### src/rtl/imem_loader_pkg.sv
// Shared types and defaults for the imem program loader: FSM states, sync marker, word width.
package imem_loader_pkg;

   localparam logic [7:0] SYNC_BYTE_DEF = 8'hA5;
   localparam int         DATA_W        = 32;

   typedef enum logic [3:0] {
      IDLE,
      SYNC,
      COUNT,
      BYTE,
      WRITE,
      CHK,
      RELEASE,
      RUN,
      ERR
   } state_t;

endpackage

### src/rtl/loader_word_asm.sv
// Big-endian word assembler: shifts bytes MSB-first, flags the 4th byte combinationally (no added latency).
// Accepts a byte whenever byte_vld is high; LOADER_CHECKSUM_EN adds a running XOR of all bytes since clr.
module loader_word_asm
   import imem_loader_pkg::*;
(
   input  logic              clk,
   input  logic              reset,
   input  logic              clr,
   input  logic              byte_vld,
   input  logic [7:0]        byte_dat,
   output logic [DATA_W-1:0] word_nxt,
   output logic              word_ready
`ifdef LOADER_CHECKSUM_EN
   ,
   output logic [7:0]        xor_sum
`endif
);

   logic [23:0] shift_q;
   logic [1:0]  cnt_q;

   always_ff @(posedge clk) begin
      if (reset || clr) begin
         shift_q <= '0;
         cnt_q   <= '0;
      end else if (byte_vld) begin
         shift_q <= {shift_q[15:0], byte_dat};
         cnt_q   <= cnt_q + 2'd1;
      end
   end

   // The word is complete in the same cycle its last byte is presented.
   assign word_nxt   = {shift_q, byte_dat};
   assign word_ready = byte_vld && (cnt_q == 2'd3);

`ifdef LOADER_CHECKSUM_EN
   always_ff @(posedge clk) begin
      if (reset || clr) begin
         xor_sum <= '0;
      end else if (byte_vld) begin
         xor_sum <= xor_sum ^ byte_dat;
      end
   end
`endif

endmodule

### src/rtl/imem_prog_loader.sv
// Loads a framed byte stream into the core's imem (one Prog_we per word), then releases the core via reset.
// Byte accept when rx_valid && rx_ready; rx_ready drops during WRITE. LOADER_CHECKSUM_EN adds a trailing XOR byte.
module imem_prog_loader
   import imem_loader_pkg::*;
#(
   parameter logic [7:0] SYNC_BYTE   = SYNC_BYTE_DEF,
   parameter int         TIMEOUT_CYC = 1000000,
   parameter int         ADDR_W      = 8
) (
   input  logic              clk,
   input  logic              reset,
   input  logic              start,
   input  logic [7:0]        rx_data,
   input  logic              rx_valid,
   output logic              rx_ready,
   output logic              ProgMode,
   output logic [ADDR_W-1:0] Addr_Prog,
   output logic [31:0]       Data_Prog,
   output logic              Prog_we,
   output logic              cpu_reset,
   output logic              busy,
   output logic              done,
   output logic              error
);

   localparam logic [ADDR_W:0] N_FULL  = {1'b1, {ADDR_W{1'b0}}};
   localparam logic [ADDR_W:0] IDX_ONE = {{ADDR_W{1'b0}}, 1'b1};
   localparam logic [31:0]     GAP_LIM = 32'(TIMEOUT_CYC - 1);

   state_t            state_q, state_d;
   logic [ADDR_W:0]   word_idx_q;
   logic [ADDR_W:0]   n_words_q;
   logic [ADDR_W:0]   idx_inc;
   logic [31:0]       gap_q;
   logic              accept;
   logic              in_frame;
   logic              timeout;
   logic [DATA_W-1:0] word_nxt;
   logic              word_ready;
`ifdef LOADER_CHECKSUM_EN
   logic [7:0]        xor_sum;
`endif

   assign accept   = rx_valid && rx_ready;
   assign idx_inc  = word_idx_q + IDX_ONE;
   assign in_frame = state_q inside {COUNT, BYTE, WRITE, CHK};
   // WRITE keeps counting the gap but cannot itself fault; the following BYTE picks it up.
   assign timeout  = (state_q inside {COUNT, BYTE, CHK}) && !accept && (gap_q >= GAP_LIM);

   loader_word_asm u_word_asm (
      .clk        (clk),
      .reset      (reset),
      .clr        (state_q == COUNT && accept),
      .byte_vld   (state_q == BYTE && accept),
      .byte_dat   (rx_data),
      .word_nxt   (word_nxt),
      .word_ready (word_ready)
`ifdef LOADER_CHECKSUM_EN
      ,
      .xor_sum    (xor_sum)
`endif
   );

   always_ff @(posedge clk) begin
      if (reset) begin
         state_q    <= IDLE;
         word_idx_q <= '0;
         n_words_q  <= '0;
         gap_q      <= '0;
         Addr_Prog  <= '0;
         Data_Prog  <= '0;
      end else begin
         state_q <= state_d;
         if (accept || !in_frame) begin
            gap_q <= '0;
         end else if (gap_q != '1) begin
            gap_q <= gap_q + 32'd1;
         end
         if (state_q == COUNT && accept) begin
            n_words_q  <= (rx_data == 8'd0) ? N_FULL : (ADDR_W+1)'(rx_data);
            word_idx_q <= '0;
         end
         // Address and data change together, and only with a complete word.
         if (state_q == BYTE && word_ready) begin
            Addr_Prog <= word_idx_q[ADDR_W-1:0];
            Data_Prog <= word_nxt;
         end
         if (state_q == WRITE) begin
            word_idx_q <= idx_inc;
         end
      end
   end

   always_comb begin
      state_d   = state_q;
      rx_ready  = 1'b0;
      ProgMode  = 1'b0;
      Prog_we   = 1'b0;
      cpu_reset = 1'b1;
      busy      = 1'b0;
      done      = 1'b0;
      error     = 1'b0;
      case (state_q)
         IDLE: begin
            ProgMode  = 1'b1;
            cpu_reset = 1'b0;
            if (start) state_d = SYNC;
         end
         SYNC: begin
            rx_ready = 1'b1;
            busy     = 1'b1;
            if (accept && rx_data == SYNC_BYTE) state_d = COUNT;
         end
         COUNT: begin
            rx_ready = 1'b1;
            busy     = 1'b1;
            if (accept)       state_d = BYTE;
            else if (timeout) state_d = ERR;
         end
         BYTE: begin
            rx_ready = 1'b1;
            busy     = 1'b1;
            if (word_ready)   state_d = WRITE;
            else if (timeout) state_d = ERR;
         end
         WRITE: begin
            Prog_we = 1'b1;
            busy    = 1'b1;
            if (idx_inc == n_words_q) begin
`ifdef LOADER_CHECKSUM_EN
               state_d = CHK;
`else
               state_d = RELEASE;
`endif
            end else begin
               state_d = BYTE;
            end
         end
`ifdef LOADER_CHECKSUM_EN
         CHK: begin
            rx_ready = 1'b1;
            busy     = 1'b1;
            if (accept)       state_d = (rx_data == xor_sum) ? RELEASE : ERR;
            else if (timeout) state_d = ERR;
         end
`endif
         RELEASE: begin
            ProgMode = 1'b1;
            busy     = 1'b1;
            state_d  = RUN;
         end
         RUN: begin
            ProgMode  = 1'b1;
            cpu_reset = 1'b0;
            done      = 1'b1;
            if (start) state_d = SYNC;
         end
         ERR: begin
            error = 1'b1;
            if (start) state_d = SYNC;
         end
         default: state_d = IDLE;
      endcase
      // The core is held in reset for as long as the loader itself is in reset.
      if (reset) cpu_reset = 1'b1;
   end

endmodule

### config.mk
export PLATFORM = sky130hd
export DESIGN_NAME = imem_prog_loader
export DESIGN_NICKNAME = d
export VERILOG_FILES = /design/src/rtl/imem_loader_pkg.sv /design/src/rtl/loader_word_asm.sv /design/src/rtl/imem_prog_loader.sv
export SDC_FILE = /design/constraint.sdc
export NUM_CORES = 1
export LEC_CHECK = 0
export BUFFER_PORTS_ARGS = -buffer_cell sky130_fd_sc_hd__buf_4
export CAP_MARGIN = 20
export CORE_MARGIN = 2
export CORE_UTILIZATION = 45
export DETAILED_ROUTE_END_ITERATION = 8
export PLACE_DENSITY = 0.74
export SETUP_SLACK_MARGIN = 0.3
export SYNTH_ARGS = -nofsm -noshare
export SYNTH_HDL_FRONTEND = slang
export SYNTH_SLANG_ARGS = --single-unit
### constraint.sdc
create_clock -name clk -period 3.6 [get_ports clk]
set_input_delay 0 -clock clk [delete_from_list [all_inputs] [get_ports clk]]
set_output_delay 0 -clock clk [all_outputs]
set_load 0.05 [all_outputs]
==> results.toml, run 1 <==
[status]
status = "finished, final reports clean"

[clock_network]
clock_sinks = 120
cts_buffer_depth = 2
cts.repair.resized = 0
clk_latency_ns = 0.42
cts_max_level = 4
cts.clk_slew.worst_paths_ns = 0.06
cts_buffers = 17
cts_root_buf = "clkbuf_16"
cts_tree = "done"

[synthesis]
ys_seq_area_frac = 0.444
ys.flop_type = "dfxtp_1"
syn-num-nets = 697
synth_area_per_cell_um2 = 7.94
yosysWarnings = 0
synth_edf_count = 0
async_flop_share = 0
yosys.cell_types.count = 60
syn_area_um2 = 5420
ys_ff_latch = 120
syn-instance-count = 682

[power_and_ir_drop]
ir_worst_vdd_mv = 0.255
power_density_nw_per_um2 = 481
p_leak_nw = 2.39

[hold_path]
hp-start = "reset"
min_path_type = "primary input to register"

[timing]
setup_viol = 0
finalMaxSlewViolations = 0
finalCriticalPeriod_ns = 2.55
finalCritPeriodShare = 0.708
clock-skew-final_ns = 0.0108
hold_viol_final = 0
rsz0062_at_grt = "no"
max_slew_margin = 0.380
fin_setup_tns_ns = 0
tightest_slew_ns = 0.927
hold_slack_ns = 0.0901
max_freq_ghz = 0.393

[critical_path]
cp_cell_sequence = "nand3_1 > or3_1 > a2111oi_0 > nand4_1 > a311o_1"
r2r_cells = 5
cp-end-kind = "register"
critPathMaxFanout = 11
startpoint_type = "register"
path_class = "register to register"
slowest_stage = "a2111oi_0"
r2r-start = "word_idx_q[2]"
crit_path_end = "state_q[0]"
cp.depth = 5
r2r_end = "state_q[0]"
crit_required_ns = 3.91
cp_num_buf_inv = 0
cp-startpoint = "word_idx_q[2]"
worst_path_dominant_cell_family = "simple AND/OR/NAND/NOR gates"
regToRegSetupSlack_ns = 1.05
arrival_ns = 2.86
cpPeakStageDelay_ns = 0.52

[grt]
grt_use_total = 0.206
grt_pass1_vias = 4629
overflow = 0
grt_pass1_wl_um = 21600
antenna_found_initial = 0
grt_max_degree = 67

[drt]
first_pass_iters = 6
avgRoutedWirePerCell_um = 14.5
via_count = 5007
final_antenna_net_count = 0
via_per_inst = 5.64
route.detailed.drc = 0
wl_um = 12900
drt_iter0_markers = 330

[die]
core_region_area_um2 = 11900
floorplan.initialDensity = 0.457
ios = 59
die_w_um = 114
die_h_um = 114
rows = 40
die_area_um2 = 12900

[placed_design]
io_buffers = 58
place_inst = 846
dp_hpwl_um = 8660
gp_routability_congestion = 0.816
place_area_um2 = 5890

[finish]
n_antenna_cell = 0
fin_area_um2 = 6580
syn2layout_area_growth_pct = 21.6
fill_cells = 1058
fin_cells = 888
fin_nets = 743
final_core_util = 0.555
drive_gt1_frac = 0.144

[flow_run]
maxCapViolCount = 0
==> Yosys cell counts (all sizes together), types with 6 or more instances <==
master / count / area [µm²]
xor2: 6 / 52.6
nand3: 20 / 100
xnor2: 18 / 158
a211oi: 7 / 57.6
nand2: 155 / 582
nor4: 7 / 58.8
nor2: 47 / 176
nand4: 15 / 100
clkbuf: 35 / 131
dfxtp: 120 / 2400
or3: 12 / 75.1
and4: 7 / 61.3
mux2i: 9 / 90.1
buf: 12 / 62.6
o21ai: 24 / 120
a21oi: 97 / 485
==> sequential cells by signal, summed over array words and instances (netlist names) <==
register            flops
u_word_asm.cnt_q        2
Addr_Prog               8
gap_q                  32
word_idx_q              9
n_words_q               9
u_word_asm.shift_q     24
state_q                 4
Data_Prog              32
==> worst min-delay path by stage <==
stage	endpoint	slack, ns	cells past startpoint
after floorplan	u_word_asm.shift_q[0]	0.14	2
after global placement	n_words_q[4]	0.27	3
after detailed placement	n_words_q[4]	0.28	3
after CTS	n_words_q[0]	0.1	2
after global routing	n_words_q[4]	0.12	2
final	n_words_q[5]	0.09	2
==> repair_timing <==
| item | 4_1_cts | 5_1_grt |
|---|---|---|
| hold endpoints to repair | 26 | 0 |
| hold buffers | 9 | 0 |
| buffers inserted | 0 | 0 |
==> logic make-up (layout without fill, tap and decap cells) <==
| group | after synthesis | count (layout) | share of synthesized area |
|---|---|---|---|
| XOR/XNOR | 24 | 24 | 0.0388 |
| AO/OA/AOI/OAI | 168 | 168 | 0.186 |
| adder cells (fa/ha/maj) | 3 | 3 | 0.00693 |
| multiplexers | 9 | 9 | 0.0166 |
| flip-flops | 120 | 120 | 0.444 |
| AND/OR/NAND/NOR | 305 | 305 | 0.268 |
| buffers and inverters | 53 | 112 | 0.0400 |
==> routing by layer <==
metal / track usage / wire (µm)
met5: 0 / 0
met4: 0.0667 / 161
met3: 0.0696 / 767
met2: 0.345 / 6340
met1: 0.251 / 5590
==> through the flow <==
| step | setup WS, ns | total power [W] |
|---|---|---|
| global placement | 1.09 | 0.00152 |
| finish | 1.05 | 0.00317 |
| global route | 0.952 | 0.00328 |
| CTS | 1.06 | 0.00320 |
| detailed placement | 1.07 | 0.00152 |
| floorplan | 1.29 | 0.00148 |
==> report_power, final <==
| group | leakage [nW] | switching, W | total (W) | internal [W] |
|---|---|---|---|---|
| clock network | 0.287 | 0.000623 | 0.00166 | 0.00104 |
| logic | 1.14 | 0.000100 | 0.000158 | 0.0000576 |
| registers | 0.967 | 0.0000135 | 0.00135 | 0.00133 |
==> final cells by class <==
cell class / instances / area [µm²] / share of cell area
Multi-Input combinational cell: 509 / 2800 / 0.426
Sequential cell: 120 / 2400 / 0.365
Timing Repair Buffer: 74 / 586 / 0.0890
Clock buffer: 18 / 439 / 0.0667
Tap cell: 147 / 184 / 0.0279
Clock inverter: 14 / 148 / 0.0224
Inverter: 6 / 22.5 / 0.00342
==> cell usage in the layout (no fill, tap or decap), types with 6 or more instances in the layout <==
cell type / synthesis / final
nand2_1: 155 / 155
dfxtp_1: 120 / 120
a21oi_1: 97 / 97
buf_4: 2 / 64
nor2_1: 47 / 47
o21ai_0: 21 / 21
nand3_1: 20 / 20
xnor2_1: 18 / 18
clkbuf_16: 0 / 17
nand4_1: 14 / 14
or3_1: 12 / 12
mux2i_1: 9 / 9
dlygate4sd3_1: 0 / 9
and4_1: 7 / 7
xor2_1: 6 / 6
nor4_1: 6 / 6
a211oi_1: 6 / 6
(Power assumes the default switching activity.)
==> inputs of run 2 (changes only) <==
==> constraint.sdc (replaced) <==
create_clock -name clk -period 2.5 [get_ports clk]
set_input_delay 0 -clock clk [delete_from_list [all_inputs] [get_ports clk]]
set_output_delay 0 -clock clk [all_outputs]
set_load 0.05 [all_outputs]
==> run 2 against run 1 <==
  * First-iteration DRC count fell by 1.2%
  * Final cell count rose by 0.79%
  * Hold slack worse by 0.074 ns
  * Die area unchanged
  * Sequential share of layout area down 0.55 points
  * Global-route usage up 0.52 points
  * Clock power is 53% higher
  * Register-to-register slack lost 0.68 ns
  * Combinational power up 46%
  * Via count fell by 0.62%
  * Power up 49%
  * Critical path type unchanged
==> results.toml, run 2 (same netlist as run 1, synthesis figures left out) <==
[status]
status = "finished, final reports clean"

[die]
core_region_area_um2 = 11900
rows = 40
floorplan.initialDensity = 0.457
die_area_um2 = 12900
ios = 59
die_h_um = 114
die_w_um = 114

[timing]
rsz0062_at_grt = "yes"
finalCriticalPeriod_ns = 2.12
max_freq_ghz = 0.471
setup_viol = 0
finalCritPeriodShare = 0.849
max_slew_margin = 0.601
hold_viol_final = 0
finalMaxSlewViolations = 0
fin_setup_tns_ns = 0
tightest_slew_ns = 0.584
clock-skew-final_ns = 0.00920

[critical_path]
regToRegSetupSlack_ns = 0.38
r2r_cells = 6
crit_required_ns = 2.79
crit_path_end = "state_q[0]"
r2r-start = "word_idx_q[2]"
cp-startpoint = "word_idx_q[2]"
path_class = "register to register"
startpoint_type = "register"
cp_cell_sequence = "nand3_1 > buf_4 > or3_1 > a221oi_1 > nand4_1 > a311o_1"
critPathMaxFanout = 10
cp-end-kind = "register"
r2r_end = "state_q[0]"
slowest_stage = "dfxtp_1"
arrival_ns = 2.42
cpPeakStageDelay_ns = 0.49

[finish]
n_antenna_cell = 0
fill_cells = 1024
fin_area_um2 = 6680
multiInputGateArea_um2 = 2810
drive_gt1_frac = 0.155
fin_nets = 752
syn2layout_area_growth_pct = 23.4
final_common_cell = "nand2_1"
top_regs = "Data_Prog x32, gap_q x32, u_word_asm.shift_q x24"
final_cell_mix = "155 x nand2_1, 120 x dfxtp_1, 97 x a21oi_1"
seqCellArea_um2 = 2400

[clock_network]
cts.clk_slew.worst_paths_ns = 0.05
cts_buffer_depth = 2
clk_latency_ns = 0.41
clock_sinks = 120
cts_root_buf = "clkbuf_16"
cts_tree = "done"
cts_buffers = 17
cts_max_level = 4

[drt]
via_count = 4976
via_per_inst = 5.56
first_pass_iters = 4
final_antenna_net_count = 0
wl_um = 13200
route.detailed.drc = 0
drt_iter0_markers = 326
avgRoutedWirePerCell_um = 14.8

[placed_design]
gp_routability_congestion = 0.931
dp_hpwl_um = 9110
io_buffers = 58
place_area_um2 = 5980

[flow_run]
maxCapViolCount = 0

[grt]
gr-usage-met1 = 0.266
overflow = 0
grt_use_total = 0.212
top_usage_layer = "met2"
grt_pass1_wl_um = 22000
grt_pass1_vias = 4567
groute.layer.met3.usage = 0.0499
antenna_found_initial = 0
use_met2 = 0.350
grt_max_degree = 46

[hold_path]
min_path_type = "primary input to register"
hp-start = "start"

[power_and_ir_drop]
p_leak_nw = 2.46
power_density_nw_per_um2 = 706
ir_worst_vdd_mv = 0.495
-- run 2: changes by cell type in the layout (fill, tap and decap cells not counted), moves of 2 or more --
cell,change
buf_4,+11
bufinv_16,+2
clkbuf_8,+2
clkinv_4,-3
inv_6,-3
-- run 2: area by class of cell --
type / count / share of cell area
Sequential cell: 120 / 0.359
Tap cell: 147 / 0.0275
Clock buffer: 21 / 0.0704
Timing Repair Buffer: 83 / 0.0962
Clock inverter: 9 / 0.0221
Inverter: 6 / 0.00337
Multi-Input combinational cell: 509 / 0.421
-- run 2: power by group --
| group | switching, W | total, W | internal (W) |
|---|---|---|---|
| Combinational | 0.000143 | 0.000230 | 0.0000872 |
| Sequential | 0.0000199 | 0.00194 | 0.00192 |
| Clock | 0.000817 | 0.00254 | 0.00173 |
-- run 2: how the worst min path moves through the flow --
stage                                 end  slack, ns  cells past startpoint
floorplan           u_word_asm.shift_q[0]       0.14                      2
global placement             n_words_q[4]       0.27                      3
detailed placement           n_words_q[6]       0.28                      3
CTS                            state_q[3]      0.001                      4
global route                   state_q[3]       0.02                      4
finish                         state_q[3]       0.02                      4
-- run 2: layer usage --
metal  wire length, µm  up-vias
met3               605       22
met5                 0        -
met4               309        0
met1              5840     2331
met2              6470      129
li1                  -     2494
-- run 2: repair_timing --
| action | 4_1_cts | 5_1_grt |
|---|---|---|
| hold endpoints to repair | 25 | 0 |
| resized for setup | 1 | 1 |
| setup endpoints to repair | 1 | 6 |
| pin swaps | 0 | 1 |
| buffers inserted | 0 | 0 |
| cloned | 0 | 0 |
| hold buffers | 8 | 0 |
-- run 2: critical path, delay by kind of cell, from the launching register on --
kind,cells,cell delay [ns]
simple gates,3,0.68
compound gates,2,0.65
flops,1,0.49
buf+inv,1,0.19
-- run 2: through the flow --
step	worst slack, ns	util	hold slack, ns	std cells	total power [W]
floorplan	0.499	-	0.136	682	0.00213
global placement	0.468	0.504	0.270	857	0.00220
detailed placement	0.367	0.504	0.284	857	0.00220
finish	0.378	0.563	0.0165	895	0.00472
CTS	0.379	0.563	0.00124	895	0.00476
global route	0.229	0.563	0.0237	895	0.00486
